## config.mk

```make
export PLATFORM = sky130hd
export DESIGN_NAME = aludec_stage
export DESIGN_NICKNAME = d
export VERILOG_FILES = /design/src/rtl/aludec_pkg.sv /design/src/rtl/aludec_core.sv /design/src/rtl/aludec_stage.sv
export SDC_FILE = /design/constraint.sdc
export NUM_CORES = 1
export LEC_CHECK = 0
export ABC_AREA = 1
export CAP_MARGIN = 30
export CORE_MARGIN = 4
export CORE_UTILIZATION = 40
export CTS_CLUSTER_SIZE = 30
export DETAILED_ROUTE_END_ITERATION = 8
export DONT_BUFFER_PORTS = 1
export PLACE_DENSITY_LB_ADDON = 0.12
export SLEW_MARGIN = 20
export SYNTH_ARGS = -nofsm -noshare
export SYNTH_HDL_FRONTEND = slang
export SYNTH_SLANG_ARGS = --single-unit
```

## constraint.sdc

```tcl
create_clock -name clk -period 3.78 [get_ports clk]
set_input_delay 0.567 -clock clk [delete_from_list [all_inputs] [get_ports clk]]
set_output_delay 0.567 -clock clk [all_outputs]
set_load 0.02 [all_outputs]
```

## src/rtl/aludec_pkg.sv

```systemverilog
// Shared MIPS opcode, funct and ALU control constants for the ALU decode stage.
// Also holds the HI/LO classification helpers.
package aludec_pkg;

    localparam logic [5:0] EXE_SPECIAL_INST = 6'b000000;

    localparam logic [5:0] EXE_ADDI  = 6'b001000;
    localparam logic [5:0] EXE_ADDIU = 6'b001001;
    localparam logic [5:0] EXE_SLTI  = 6'b001010;
    localparam logic [5:0] EXE_SLTIU = 6'b001011;
    localparam logic [5:0] EXE_ANDI  = 6'b001100;
    localparam logic [5:0] EXE_ORI   = 6'b001101;
    localparam logic [5:0] EXE_XORI  = 6'b001110;
    localparam logic [5:0] EXE_LUI   = 6'b001111;
    localparam logic [5:0] EXE_LB    = 6'b100000;
    localparam logic [5:0] EXE_LH    = 6'b100001;
    localparam logic [5:0] EXE_LW    = 6'b100011;
    localparam logic [5:0] EXE_LBU   = 6'b100100;
    localparam logic [5:0] EXE_LHU   = 6'b100101;
    localparam logic [5:0] EXE_SB    = 6'b101000;
    localparam logic [5:0] EXE_SH    = 6'b101001;
    localparam logic [5:0] EXE_SW    = 6'b101011;

    localparam logic [5:0] EXE_SLL   = 6'b000000;
    localparam logic [5:0] EXE_SRL   = 6'b000010;
    localparam logic [5:0] EXE_SRA   = 6'b000011;
    localparam logic [5:0] EXE_SLLV  = 6'b000100;
    localparam logic [5:0] EXE_SRLV  = 6'b000110;
    localparam logic [5:0] EXE_SRAV  = 6'b000111;
    localparam logic [5:0] EXE_MFHI  = 6'b010000;
    localparam logic [5:0] EXE_MTHI  = 6'b010001;
    localparam logic [5:0] EXE_MFLO  = 6'b010010;
    localparam logic [5:0] EXE_MTLO  = 6'b010011;
    localparam logic [5:0] EXE_MULT  = 6'b011000;
    localparam logic [5:0] EXE_MULTU = 6'b011001;
    localparam logic [5:0] EXE_DIV   = 6'b011010;
    localparam logic [5:0] EXE_DIVU  = 6'b011011;
    localparam logic [5:0] EXE_ADD   = 6'b100000;
    localparam logic [5:0] EXE_ADDU  = 6'b100001;
    localparam logic [5:0] EXE_SUB   = 6'b100010;
    localparam logic [5:0] EXE_SUBU  = 6'b100011;
    localparam logic [5:0] EXE_AND   = 6'b100100;
    localparam logic [5:0] EXE_OR    = 6'b100101;
    localparam logic [5:0] EXE_XOR   = 6'b100110;
    localparam logic [5:0] EXE_NOR   = 6'b100111;
    localparam logic [5:0] EXE_SLT   = 6'b101010;
    localparam logic [5:0] EXE_SLTU  = 6'b101011;

    localparam logic [7:0] EXE_NOP_OP   = 8'b00000000;
    localparam logic [7:0] EXE_AND_OP   = 8'b00100100;
    localparam logic [7:0] EXE_OR_OP    = 8'b00100101;
    localparam logic [7:0] EXE_XOR_OP   = 8'b00100110;
    localparam logic [7:0] EXE_NOR_OP   = 8'b00100111;
    localparam logic [7:0] EXE_ANDI_OP  = 8'b01011001;
    localparam logic [7:0] EXE_ORI_OP   = 8'b01011010;
    localparam logic [7:0] EXE_XORI_OP  = 8'b01011011;
    localparam logic [7:0] EXE_LUI_OP   = 8'b01011100;
    localparam logic [7:0] EXE_SLL_OP   = 8'b01111100;
    localparam logic [7:0] EXE_SLLV_OP  = 8'b00000100;
    localparam logic [7:0] EXE_SRL_OP   = 8'b00000010;
    localparam logic [7:0] EXE_SRLV_OP  = 8'b00000110;
    localparam logic [7:0] EXE_SRA_OP   = 8'b00000011;
    localparam logic [7:0] EXE_SRAV_OP  = 8'b00000111;
    localparam logic [7:0] EXE_MFHI_OP  = 8'b00010000;
    localparam logic [7:0] EXE_MTHI_OP  = 8'b00010001;
    localparam logic [7:0] EXE_MFLO_OP  = 8'b00010010;
    localparam logic [7:0] EXE_MTLO_OP  = 8'b00010011;
    localparam logic [7:0] EXE_SLT_OP   = 8'b00101010;
    localparam logic [7:0] EXE_SLTU_OP  = 8'b00101011;
    localparam logic [7:0] EXE_SLTI_OP  = 8'b01010111;
    localparam logic [7:0] EXE_SLTIU_OP = 8'b01011000;
    localparam logic [7:0] EXE_ADD_OP   = 8'b00100000;
    localparam logic [7:0] EXE_ADDU_OP  = 8'b00100001;
    localparam logic [7:0] EXE_SUB_OP   = 8'b00100010;
    localparam logic [7:0] EXE_SUBU_OP  = 8'b00100011;
    localparam logic [7:0] EXE_ADDI_OP  = 8'b01010101;
    localparam logic [7:0] EXE_ADDIU_OP = 8'b01010110;
    localparam logic [7:0] EXE_MULT_OP  = 8'b00011000;
    localparam logic [7:0] EXE_MULTU_OP = 8'b00011001;
    localparam logic [7:0] EXE_DIV_OP   = 8'b00011010;
    localparam logic [7:0] EXE_DIVU_OP  = 8'b00011011;
    localparam logic [7:0] EXE_LB_OP    = 8'b11100000;
    localparam logic [7:0] EXE_LBU_OP   = 8'b11100100;
    localparam logic [7:0] EXE_LH_OP    = 8'b11100001;
    localparam logic [7:0] EXE_LHU_OP   = 8'b11100101;
    localparam logic [7:0] EXE_LW_OP    = 8'b11100011;
    localparam logic [7:0] EXE_SB_OP    = 8'b11101000;
    localparam logic [7:0] EXE_SH_OP    = 8'b11101001;
    localparam logic [7:0] EXE_SW_OP    = 8'b11101011;

    function automatic logic is_muldiv(input logic [31:0] instr);
        return (instr[31:26] == EXE_SPECIAL_INST) &&
               (instr[5:0] inside {EXE_MULT, EXE_MULTU, EXE_DIV, EXE_DIVU});
    endfunction

    function automatic logic is_div(input logic [31:0] instr);
        return (instr[31:26] == EXE_SPECIAL_INST) &&
               (instr[5:0] inside {EXE_DIV, EXE_DIVU});
    endfunction

    function automatic logic is_hilo(input logic [31:0] instr);
        return is_muldiv(instr) ||
               ((instr[31:26] == EXE_SPECIAL_INST) &&
                (instr[5:0] inside {EXE_MFHI, EXE_MTHI, EXE_MFLO, EXE_MTLO}));
    endfunction

endpackage

```

## src/rtl/aludec_core.sv

```systemverilog
// Combinational ALU control decoder: instruction word to ALU op code.
// Unknown opcodes or SPECIAL functs yield EXE_NOP_OP with illegal set.
module aludec_core
    import aludec_pkg::*;
#(
    parameter int ALUOP_W = 8
) (
    input  logic [31:0]        instr,
    output logic [ALUOP_W-1:0] alucontrol,
    output logic               illegal
);

    logic [5:0] op;
    logic [5:0] fn;
    logic [7:0] code;

    assign op = instr[31:26];
    assign fn = instr[5:0];
    assign alucontrol = ALUOP_W'(code);

    // Map opcode (and funct for SPECIAL) onto the 8-bit ALU op code
    always_comb begin
        code    = EXE_NOP_OP;
        illegal = 1'b0;
        if (instr == 32'h0) begin
            code = EXE_SLL_OP;
        end else begin
            unique case (op)
                EXE_SPECIAL_INST: begin
                    unique case (fn)
                        EXE_AND:   code = EXE_AND_OP;
                        EXE_OR:    code = EXE_OR_OP;
                        EXE_XOR:   code = EXE_XOR_OP;
                        EXE_NOR:   code = EXE_NOR_OP;
                        EXE_SLL:   code = EXE_SLL_OP;
                        EXE_SRL:   code = EXE_SRL_OP;
                        EXE_SRA:   code = EXE_SRA_OP;
                        EXE_SLLV:  code = EXE_SLLV_OP;
                        EXE_SRLV:  code = EXE_SRLV_OP;
                        EXE_SRAV:  code = EXE_SRAV_OP;
                        EXE_MFHI:  code = EXE_MFHI_OP;
                        EXE_MTHI:  code = EXE_MTHI_OP;
                        EXE_MFLO:  code = EXE_MFLO_OP;
                        EXE_MTLO:  code = EXE_MTLO_OP;
                        EXE_MULT:  code = EXE_MULT_OP;
                        EXE_MULTU: code = EXE_MULTU_OP;
                        EXE_DIV:   code = EXE_DIV_OP;
                        EXE_DIVU:  code = EXE_DIVU_OP;
                        EXE_ADD:   code = EXE_ADD_OP;
                        EXE_ADDU:  code = EXE_ADDU_OP;
                        EXE_SUB:   code = EXE_SUB_OP;
                        EXE_SUBU:  code = EXE_SUBU_OP;
                        EXE_SLT:   code = EXE_SLT_OP;
                        EXE_SLTU:  code = EXE_SLTU_OP;
                        default:   illegal = 1'b1;
                    endcase
                end
                EXE_ANDI:  code = EXE_ANDI_OP;
                EXE_ORI:   code = EXE_ORI_OP;
                EXE_XORI:  code = EXE_XORI_OP;
                EXE_LUI:   code = EXE_LUI_OP;
                EXE_ADDI:  code = EXE_ADDI_OP;
                EXE_ADDIU: code = EXE_ADDIU_OP;
                EXE_SLTI:  code = EXE_SLTI_OP;
                EXE_SLTIU: code = EXE_SLTIU_OP;
                EXE_LB:    code = EXE_LB_OP;
                EXE_LBU:   code = EXE_LBU_OP;
                EXE_LH:    code = EXE_LH_OP;
                EXE_LHU:   code = EXE_LHU_OP;
                EXE_LW:    code = EXE_LW_OP;
                EXE_SB:    code = EXE_SB_OP;
                EXE_SH:    code = EXE_SH_OP;
                EXE_SW:    code = EXE_SW_OP;
                default:   illegal = 1'b1;
            endcase
        end
    end

endmodule

```

## src/rtl/aludec_stage.sv

```systemverilog
// Registered ALU decode stage with valid/ready handshake, flush and HI/LO busy tracking.
// Optional ALUDEC_PERF_CNT_EN adds a 32-bit hazard stall counter output.
module aludec_stage
    import aludec_pkg::*;
#(
    parameter int ALUOP_W = 8,
    parameter int DIV_LAT = 36,
    parameter int MUL_LAT = 2
) (
    input  logic               clk,
    input  logic               resetn,
    input  logic               in_valid,
    output logic               in_ready,
    input  logic [31:0]        in_instr,
    input  logic               flush,
    output logic               out_valid,
    input  logic               out_ready,
    output logic [31:0]        out_instr,
    output logic [ALUOP_W-1:0] out_alucontrol,
    output logic               out_illegal,
    output logic               hilo_busy
`ifdef ALUDEC_PERF_CNT_EN
    ,
    output logic [31:0]        hazard_stall_cnt
`endif
);

    localparam int MAX_LAT = (DIV_LAT > MUL_LAT) ? DIV_LAT : MUL_LAT;
    localparam int CNT_W   = $clog2(MAX_LAT + 1);

    logic [ALUOP_W-1:0] dec_op;
    logic               dec_ill;
    logic [CNT_W-1:0]   cnt;
    logic               hazard;
    logic               accept;
    logic               handoff;

    aludec_core #(
        .ALUOP_W(ALUOP_W)
    ) u_core (
        .instr     (in_instr),
        .alucontrol(dec_op),
        .illegal   (dec_ill)
    );

    // A HI/LO reader/writer waits while a mul/div is held or still running
    assign hazard = is_hilo(in_instr) &&
                    ((cnt != '0) || (out_valid && is_muldiv(out_instr)));
    assign in_ready  = (!out_valid || out_ready) && !hazard && !flush;
    assign accept    = in_valid && in_ready;
    assign handoff   = out_valid && out_ready;
    assign hilo_busy = (cnt != '0);

    // Output register: flush kills, accept loads, handoff empties
    always_ff @(posedge clk or negedge resetn) begin
        if (!resetn) begin
            out_valid      <= 1'b0;
            out_instr      <= 32'h0;
            out_alucontrol <= ALUOP_W'(EXE_NOP_OP);
            out_illegal    <= 1'b0;
        end else if (flush) begin
            out_valid <= 1'b0;
        end else if (accept) begin
            out_valid      <= 1'b1;
            out_instr      <= in_instr;
            out_alucontrol <= dec_op;
            out_illegal    <= dec_ill;
        end else if (handoff) begin
            out_valid <= 1'b0;
        end
    end

    // Busy counter: loaded when a mul/div leaves, survives flush
    always_ff @(posedge clk or negedge resetn) begin
        if (!resetn) begin
            cnt <= '0;
        end else if (handoff && is_muldiv(out_instr)) begin
            cnt <= is_div(out_instr) ? CNT_W'(DIV_LAT) : CNT_W'(MUL_LAT);
        end else if (cnt != '0) begin
            cnt <= cnt - 1'b1;
        end
    end

`ifdef ALUDEC_PERF_CNT_EN
    // Count cycles a valid instruction is held back by the HI/LO hazard
    always_ff @(posedge clk or negedge resetn) begin
        if (!resetn) begin
            hazard_stall_cnt <= 32'h0;
        end else if (in_valid && hazard && !flush) begin
            hazard_stall_cnt <= hazard_stall_cnt + 32'd1;
        end
    end
`endif

endmodule

```

### Word level (Yosys, flattened, before mapping)

Cells that the tools add are included.

| cells by class | value |
|---|---|
| add/sub/neg operators | 1 |
| equality and inequality tests | 43 |
| muxes and demuxes | 12 |
| bitwise logic cells | 1 |
| reductions and logical operators | 31 |

Operators by type and width:

| kind | number |
|---|---|
| one-hot mux 7 bit (24 select lines) | 1 |
| one-hot mux 8 bit (17 select lines) | 1 |
| == test 6 bit (second input constant) | 18 |
| == test 6 x 5 -> 1 bit (second input constant) | 12 |
| == test 6 x 4 -> 1 bit (second input constant) | 8 |
| zero test 32 bit | 1 |
| OR reduction 24 bit | 1 |
| == test 6 x 3 -> 1 bit (second input constant) | 3 |
| zero test 6 bit | 3 |
| 2-to-1 mux 6 bit | 3 |
| OR reduction 16 bit | 1 |
| == test 6 x 2 -> 1 bit (second input constant) | 2 |
| nonzero test 4 bit | 3 |
| logical AND 1 bit | 11 |
| 2-to-1 mux 8 bit | 1 |
| nonzero test 6 bit | 1 |
| subtractor 6 x 1 -> 6 bit (second input constant) | 1 |
| 2-to-1 mux 1 bit | 5 |
| nonzero test 2 bit | 2 |
| zero test 1 bit | 3 |
| logical OR 1 bit | 3 |
| nonzero test 3 bit | 1 |
| one-hot mux 1 bit (2 select lines) | 1 |
| AND reduction 2 bit | 1 |
| NOT 1 bit | 1 |

| storage, ports and cells | value |
|---|---|
| bits in registers | 48 |
| input bits | 37 |
| output and inout bits | 44 |
| logic and storage cells | 93 |

### Depth between registers and ports, before layout

Gate-level depths: netlist (run 1).

| depth | value |
|---|---|
| depth after elaboration | 12 |
| gate-level depth with buffers | 11 |
| mapped depth without buffers | 10 |

### Modules after synthesis

Synthesis (run 1) repeated with hierarchy kept, for this count alone.

| second synthesis, totals | value |
|---|---|
| cell total of the unflattened synthesis | 352 |
| area, all modules | 2673.8 µm² |

By module, submodules not included:

| module | times used | cells an instance | area an instance (µm²) | seq. area each (µm²) |
|---|---|---|---|---|
| aludec_stage | 1 | 259 | 2239.6 | 1201.2 |
| aludec_core | 1 | 93 | 434.2 | 0.0 |

### Worst setup path before layout (run 1)

OpenSTA, ideal clock, no wires.

| path | value |
|---|---|
| kind | input -> output |
| from | input port in_instr[26] |
| to | output port in_ready |
| arrival time | 1.356 ns |
| data required time | 3.213 ns |
| path slack | 1.857 ns |
| stages on the path | 7 |
| path buffers | 1 |
| path through | buf_4 nor2_2 nand3_2 nor2_2 nand2_4 nand2_4 inv_1 |

| on the way | value |
|---|---|
| cells in the longest elaborated chain, start to end | 7 |
| elaborated cells on any way between the ends | 8 |
| classes of those cells | reduce/logical: 8 |

Ends and longest elaborated chain:

| item | line | source |
|---|---|---|
| start, declared | aludec_stage.sv:14 | `input logic [31:0] in_instr,` |
| zero test 6 bit (*) | aludec_pkg.sv:92, aludec_pkg.sv:103 |  |
| logical AND 1 bit (on tied branches) | aludec_pkg.sv:92, aludec_pkg.sv:103 |  |
| logical OR 1 bit (*) | aludec_pkg.sv:102 | `return is_muldiv(instr) \|\|` |
| logical AND 1 bit (*) | aludec_stage.sv:47 | `assign hazard = is_hilo(in_instr) &&` |
| zero test 1 bit (*) | aludec_stage.sv:49 | `assign in_ready = (!out_valid \|\| out_ready) && !hazard && !flush;` |
| logical AND 1 bit (*) (2 in series) | aludec_stage.sv:49 |  |
| end, declared | aludec_stage.sv:13 | `output logic in_ready,` |

Mark *: on every way between the ends. The rest lies on a longest branch, timed or not.

### Worst setup path after layout (run 1)

| path | value |
|---|---|
| from | register cnt[0] |
| to | output port in_ready |

| on the way | value |
|---|---|
| cells in the longest elaborated chain, start to end | 6 |

Ends and longest elaborated chain:

| item | line | source |
|---|---|---|
| start, declared | aludec_stage.sv:33 | `logic [CNT_W-1:0] cnt;` |
| start signal, assigned | aludec_stage.sv:78 | `cnt <= is_div(out_instr) ? CNT_W'(DIV_LAT) : CNT_W'(MUL_LAT);` |
| start signal, assigned | aludec_stage.sv:80 | `cnt <= cnt - 1'b1;` |
| nonzero test 6 bit | -- |  |
| via hilo_busy | aludec_stage.sv:21 | `output logic hilo_busy` |
| logical OR 1 bit | aludec_stage.sv:48 | `((cnt != '0) \|\| (out_valid && is_muldiv(out_instr)));` |
| logical AND 1 bit | aludec_stage.sv:47 |  |
| zero test 1 bit | aludec_stage.sv:49 |  |
| logical AND 1 bit (2 in series) | aludec_stage.sv:49 |  |

The timed path passes the listed nets, and every way through them passes these cells.

==> results of run 1 <==
==> worst paths after layout <==
check                                      to  slack [ps]  cells after the start
worst max-delay path                 in_ready        1510                      8
worst min-delay path                   cnt[4]         110                      1
worst max register to register  out_instr[26]        1730                      9
worst min register to register  out_instr[11]         630                      2
max in group asynchronous         out_illegal        3450                      1
min in group clk                out_instr[13]         370                      2
==> layout by cell type, fill, tap and decap left out, types with 2 or more instances in the layout <==
| cell type | n |
|---|---|
| sky130_fd_sc_hd__nand2_1 | 125 |
| sky130_fd_sc_hd__dfrtp_1 | 48 |
| sky130_fd_sc_hd__inv_1 | 35 |
| sky130_fd_sc_hd__nor2_1 | 24 |
| sky130_fd_sc_hd__nand3_1 | 21 |
| sky130_fd_sc_hd__o21ai_1 | 13 |
| sky130_fd_sc_hd__nand2_2 | 12 |
| sky130_fd_sc_hd__o21ai_0 | 8 |
| sky130_fd_sc_hd__a21oi_1 | 7 |
| sky130_fd_sc_hd__clkbuf_8 | 5 |
| sky130_fd_sc_hd__nand4_1 | 4 |
| sky130_fd_sc_hd__xor2_1 | 4 |
| sky130_fd_sc_hd__nor2_2 | 2 |
| sky130_fd_sc_hd__nand2_4 | 2 |
| sky130_fd_sc_hd__ha_1 | 2 |
==> layer usage <==
layer | part of all wire | wire length (µm) | GRT usage | vias to the layer above
li1 | - | - | - | 1006
met3 | 0.092 | 522 | 0.0530 | 7
met1 | 0.42 | 2400 | 0.197 | 902
met5 | 0 | 0 | 0 | -
met4 | 0.010 | 57 | 0.0418 | 0
met2 | 0.47 | 2680 | 0.255 | 63
==> through the flow <==
| stage | util | area, µm² | setup slack (ps) | hold slack [ps] | power, µW |
|---|---|---|---|---|---|
| after floorplan | - | 2520 | 1860 | 271 | 1000 |
| after global routing | 0.442 | 2670 | 1380 | 119 | 1510 |
| after global placement | 0.421 | 2540 | 1750 | 273 | 1050 |
| after CTS | 0.442 | 2670 | 1480 | 114 | 1430 |
| final | 0.442 | 2670 | 1510 | 112 | 1410 |
| after detailed placement | 0.421 | 2540 | 1710 | 273 | 1060 |
==> registers in the layout (all words and copies together) (netlist names) <==
name,cells
out_valid,1
out_alucontrol,8
out_illegal,1
out_instr,32
cnt,6
==> cell families after synthesis <==
family / after synthesis / synth area share
DFF: 48 / 0.476
buffers and inverters: 44 / 0.0848
and+or+nand+nor: 197 / 0.353
adders and majority gates: 2 / 0.00992
xor gates and xnor gates: 5 / 0.0174
AOI/OAI and AO/OA: 29 / 0.0585
==> power by group through the flow <==
stage               combinational, µW  clock, µW  sequential [µW]
floorplan                         245          0              757
global placement                  274          0              779
detailed placement                281          0              782
CTS                               296        364              772
global route                      343        388              783
finish                            289        351              768
==> layout make-up <==
type | instances | area [µm²] | area share
clock buffers | 5 | 68.8 | 0.0258
well taps | 75 | 93.8 | 0.0352
multi-input cells | 233 | 1110 | 0.415
flip-flops and latches | 48 | 1200 | 0.451
clock inverters | 1 | 30.0 | 0.0113
inverters | 36 | 136 | 0.0512
repair buffers | 1 | 27.5 | 0.0103
==> worst max-delay path, cell delays in order, from the launching register on <==
cell and delay (ps):
sky130_fd_sc_hd__dfrtp_1 390, sky130_fd_sc_hd__inv_1 110, sky130_fd_sc_hd__ha_1 200, sky130_fd_sc_hd__nand4_4 200, sky130_fd_sc_hd__clkinv_2 110, sky130_fd_sc_hd__nand2_2 70
sky130_fd_sc_hd__nand2_4 80, sky130_fd_sc_hd__nand2_4 70, sky130_fd_sc_hd__inv_1 180
==> impl_metrics.toml, run 1 <==
[synthesis]
dominant_register_cell_in_the_synthesized_netlist = "sky130_fd_sc_hd__dfrtp_1"
edff_count_synth = 0
post_synth_inst_count = 325
syn-cell-area_um2 = 2520
synth.largest_area_cell = "sky130_fd_sc_hd__dfrtp_1"
post_synth_main_area_contributors = "sky130_fd_sc_hd__dfrtp_1 (48%), sky130_fd_sc_hd__nand2_1 (19%), sky130_fd_sc_hd__inv_1 (5.2%), sky130_fd_sc_hd__nand3_1 (4.2%), sky130_fd_sc_hd__nor2_1 (3.6%)"
synth-async-reset-ratio = 1.00
mappedNetlistNets = 364
synth_top_area_share = 0.476
number_of_register_bits_inferred_by_synthesis = 48
synth.avg_cell_area_um2 = 7.76
synth_top_cells_by_count = "sky130_fd_sc_hd__nand2_1 (125), sky130_fd_sc_hd__dfrtp_1 (48), sky130_fd_sc_hd__inv_1 (35)"
most_frequent_cell_after_synthesis = "sky130_fd_sc_hd__nand2_1"
synth.yosys.seq_area_share = 0.476
synthesis.yosys.warnings = 0
number_of_distinct_library_cells_after_synthesis = 28

[worst_setup_path]
timing.critical_path.fanout_max = 5
critical_path.startpoint = "cnt[0]"
cp_data_required_time_ps = 3210
cp-start-kind = "flip-flop"
cp.arrival_ps = 1700
setup.worst_path.class = "flip-flop to output port"
cp-end-kind = "output port"
r2r_start = "cnt[0]"

[floorplan]
chipHeight_um = 87.4
rows = 28
core-area_um2 = 6030
fp.dieW_um = 87.4
top_level_ports = 81
die-area_um2 = 7640
floorplan.initialDensity = 0.419

[grt]
globalRouteOverflowTotal = 0
grt_start_max_net_pins = 56
antenna_found_initial = 0
global_route.usage.total = 0.156
grt_first_pass_wirelength_um = 9380
first_global_vias = 1923

[clocking]
max-clock-path-buffers = 2
tritoncts_clock_tree = "yes"
tritoncts_buffers = 5
clock_sink_count = 48
clk_latency_worst_skew_pair_ps = 290
post_cts_resize_count = 0
post_cts.repair.setup_buffers = 0
h-tree-depth = 2
worst_setup_hold_path_clk_slew_ps = 90
holdBufCountCts = 1
cts-root-buf = "sky130_fd_sc_hd__clkbuf_8"

[timing]
period_share = 0.600
final_max_slew_viol_count = 0
final-setup-viol-count = 0
max_slew.worst_pin.slew_ps = 605
rsz0062_at_grt = "no"
finalSetupTns_ps = 0
fmax_mhz = 441
worst_clock_skew_ps = 7.36
worst_slew_margin_rel = 0.597
min_period_ps = 2270
timing.final.hold_violations = 0

[placed_design]
dp_hpwl_um = 4170
globalplace.congestion = 0.824
port_buffers = 0
place.detailed.instances = 392

[final_layout]
num-fill-cells = 599
num-nets-final = 364
share_of_post_route_cells_with_drive_strength_above_1 = 0.0926
layoutNonFillerInstCount = 399
antenna_cells = 0
syn_to_final_growth_pct = 5.65

[route]
drtAntennaViolNets = 0
post_drt_via_cell_ratio = 4.96
wl_um = 5660
route.detailed.drc = 0
routed-via-count = 1978
starting_drc_count_in_detailed_routing = 72
drt_wl_cell_um = 14.2
detailedRoute.firstPassIterationCount = 4

[power_and_ir_drop]
swShare = 0.353
internal_power_uw = 911
ir_worst_vdd_v = 0.000196
total_leakage_power_uw = 0.00146
p_per_area_nw_per_um2 = 528
share_clk_of_total_power = 0.249
netSwitchingPower_uw = 497
power_frac_seq = 0.545
combinationalPowerShare = 0.206

[hold_path]
worstHoldPathType = "input port to async pin"

[run_status]
run_status = "finished clean"

[job]
cap_viol_max_count = 0
Note: power is estimated with default switching activity, not from simulation.
==> run 2, diff against run 1 <==
- clock period: 3.78 -> 2.05 ns (I/O delays scaled with it)
==> run 2 against run 1 <==
  * Total power grew 82%
  * Sequential power grew 82%
  * Clock skew shrank 2.8 ps
  * Critical endpoint unchanged
  * Hold slack lost 1.5 ps
  * Clock power grew 72%
  * Combinational power grew 93%
  * Cell count grew 1.8%
  * Flip-flop and latch count is the same
==> impl_metrics.toml, run 2 (synthesized netlist as in run 1, its figures left out) <==
[power_and_ir_drop]
p_per_area_nw_per_um2 = 942
ir_worst_vdd_v = 0.000502
total_leakage_power_uw = 0.00149

[final_layout]
num-nets-final = 370
layoutNonFillerInstCount = 406
top_register_by_number_of_flip_flops = "out_instr"
most_frequent_standard_cell_in_the_layout_excluding_fill_and_tap_cells = "sky130_fd_sc_hd__nand2_1"
share_of_post_route_cells_with_drive_strength_above_1 = 0.109
syn_to_final_growth_pct = 7.94
antenna_cells = 0
largest_reg_flops = 32
layout_top_registers = "out_instr x32, out_alucontrol x8, cnt x6"
layout.cells.most_common_list = "sky130_fd_sc_hd__nand2_1 (125), sky130_fd_sc_hd__dfrtp_1 (48), sky130_fd_sc_hd__inv_1 (35)"

[timing]
fmax_mhz = 534
timing.final.hold_violations = 0
worst_clock_skew_ps = 4.53
final-setup-viol-count = 0
period_share = 0.914
rsz0062_at_grt = "no"
min_period_ps = 1870
worst_slew_margin_rel = 0.699
final_max_slew_viol_count = 0
finalSetupTns_ps = 0
max_slew.worst_pin.slew_ps = 451

[worst_setup_path]
cp_data_required_time_ps = 1740
timing.reg2reg.setup_slack_ps = 300
crit_end = "in_ready"
r2r_start = "cnt[0]"
setup.worst_path.class = "flip-flop to output port"
timing.critical_path.fanout_max = 3
cp.arrival_ps = 1570
critical_path.reg2reg.endpoint = "out_alucontrol[1]"
worst-r2r-cell-count = 10
cp-end-kind = "output port"
critical_path.startpoint = "cnt[0]"
cp-start-kind = "flip-flop"

[placed_design]
dp_hpwl_um = 4230
port_buffers = 0
globalplace.congestion = 0.862
place.detailed.instances = 397

[floorplan]
fp.dieW_um = 87.4
core-area_um2 = 6030
die-area_um2 = 7640
rows = 28
floorplan.initialDensity = 0.419
top_level_ports = 81
chipHeight_um = 87.4

[hold_path]
worst_hold_startpoint = "in_instr[13]"
worstHoldPathType = "input port to flip-flop"

[route]
drt_wl_cell_um = 14.1
met2RoutedLength_um = 2710
detailedRoute.firstPassIterationCount = 4
starting_drc_count_in_detailed_routing = 55
wl_met1_um = 2430
top_signal_layer_used = "met4"
route.detailed.drc = 0
met3RoutedLength_um = 505
wl_um = 5710
post_drt_via_cell_ratio = 4.92
drtAntennaViolNets = 0
routed-via-count = 1996

[clocking]
tritoncts_buffers = 5
tritoncts_clock_tree = "yes"
h-tree-depth = 2
post_cts_resize_count = 0
max-clock-path-buffers = 2
worst_setup_hold_path_clk_slew_ps = 80
cts-root-buf = "sky130_fd_sc_hd__clkbuf_8"
clk_latency_worst_skew_pair_ps = 300
clock_sink_count = 48

[grt]
globalRouteOverflowTotal = 0
antenna_found_initial = 0
grt_first_pass_wirelength_um = 9340
grt_start_max_net_pins = 49
first_global_vias = 1949
global_route.usage.total = 0.158

[run_status]
run_status = "finished clean"

[job]
cap_viol_max_count = 0
run 2: changes by cell type in the layout (fill, tap and decap cells not counted), sizes merged:
cell,change
buf,+5
clkbuf,+2
bufinv,-1
dlygate4sd3,+1
run 2: stage by stage:
stage               total power [µW]  hold slack (ps)  cell area, µm²  utilization  setup slack, ps
finish                          2570              111            2720        0.452              177
global route                    2750             97.1            2720        0.452             63.0
CTS                             2610              101            2720        0.452              156
detailed placement              1970             13.5            2590        0.430              289
global placement                1960             13.4            2590        0.430              313
floorplan                       1850             11.9            2520            -              448
run 2: area by class of cell:
cell class	instances	area [µm²]
fillers	625	3300
flip-flops and latches	48	1200
multi-input cells	233	1110
inverters	36	136
clock buffers	7	96.3
well taps	75	93.8
repair buffers	7	87.6
run 2: worst min path at each step:
stage	to	slack (ps)	depth (start not counted)
after floorplan	cnt[0]	10	0
after global placement	cnt[3]	10	0
after detailed placement	cnt[3]	10	0
after CTS	out_instr[13]	100	2
after global routing	out_instr[14]	100	2
final	out_instr[13]	110	2
run 2: repair_timing:
item / in CTS / in global routing
endpoints found under the hold margin: 48 / 0
hold buffers: 2 / 0
buffers inserted: 0 / 0
run 2: critical path: stages (launching register included):
cell	delay (ps)
sky130_fd_sc_hd__dfrtp_1	380
sky130_fd_sc_hd__inv_1	110
sky130_fd_sc_hd__ha_1	200
sky130_fd_sc_hd__nand4_4	110
sky130_fd_sc_hd__clkinv_2	70
sky130_fd_sc_hd__nand2_2	60
sky130_fd_sc_hd__nand2_4	80
sky130_fd_sc_hd__nand2_4	70
sky130_fd_sc_hd__inv_1	180
run 2: metal layers:
layer | global-route usage | vias up
li1 | - | 1016
met1 | 0.196 | 911
met2 | 0.258 | 64
met3 | 0.0568 | 5
met4 | 0.0418 | 0
met5 | 0 | -
run 2: where the power goes:
part / internal (µW) / switching [µW]
registers: 1120 / 279
clock network: 301 / 303
logic: 223 / 336
==> run 3, diff against run 2 <==
- SLEW_MARGIN: 20 -> unset
==> results of run 3 <==
The final DEF is identical to that of run 2; final timing and power are the same.
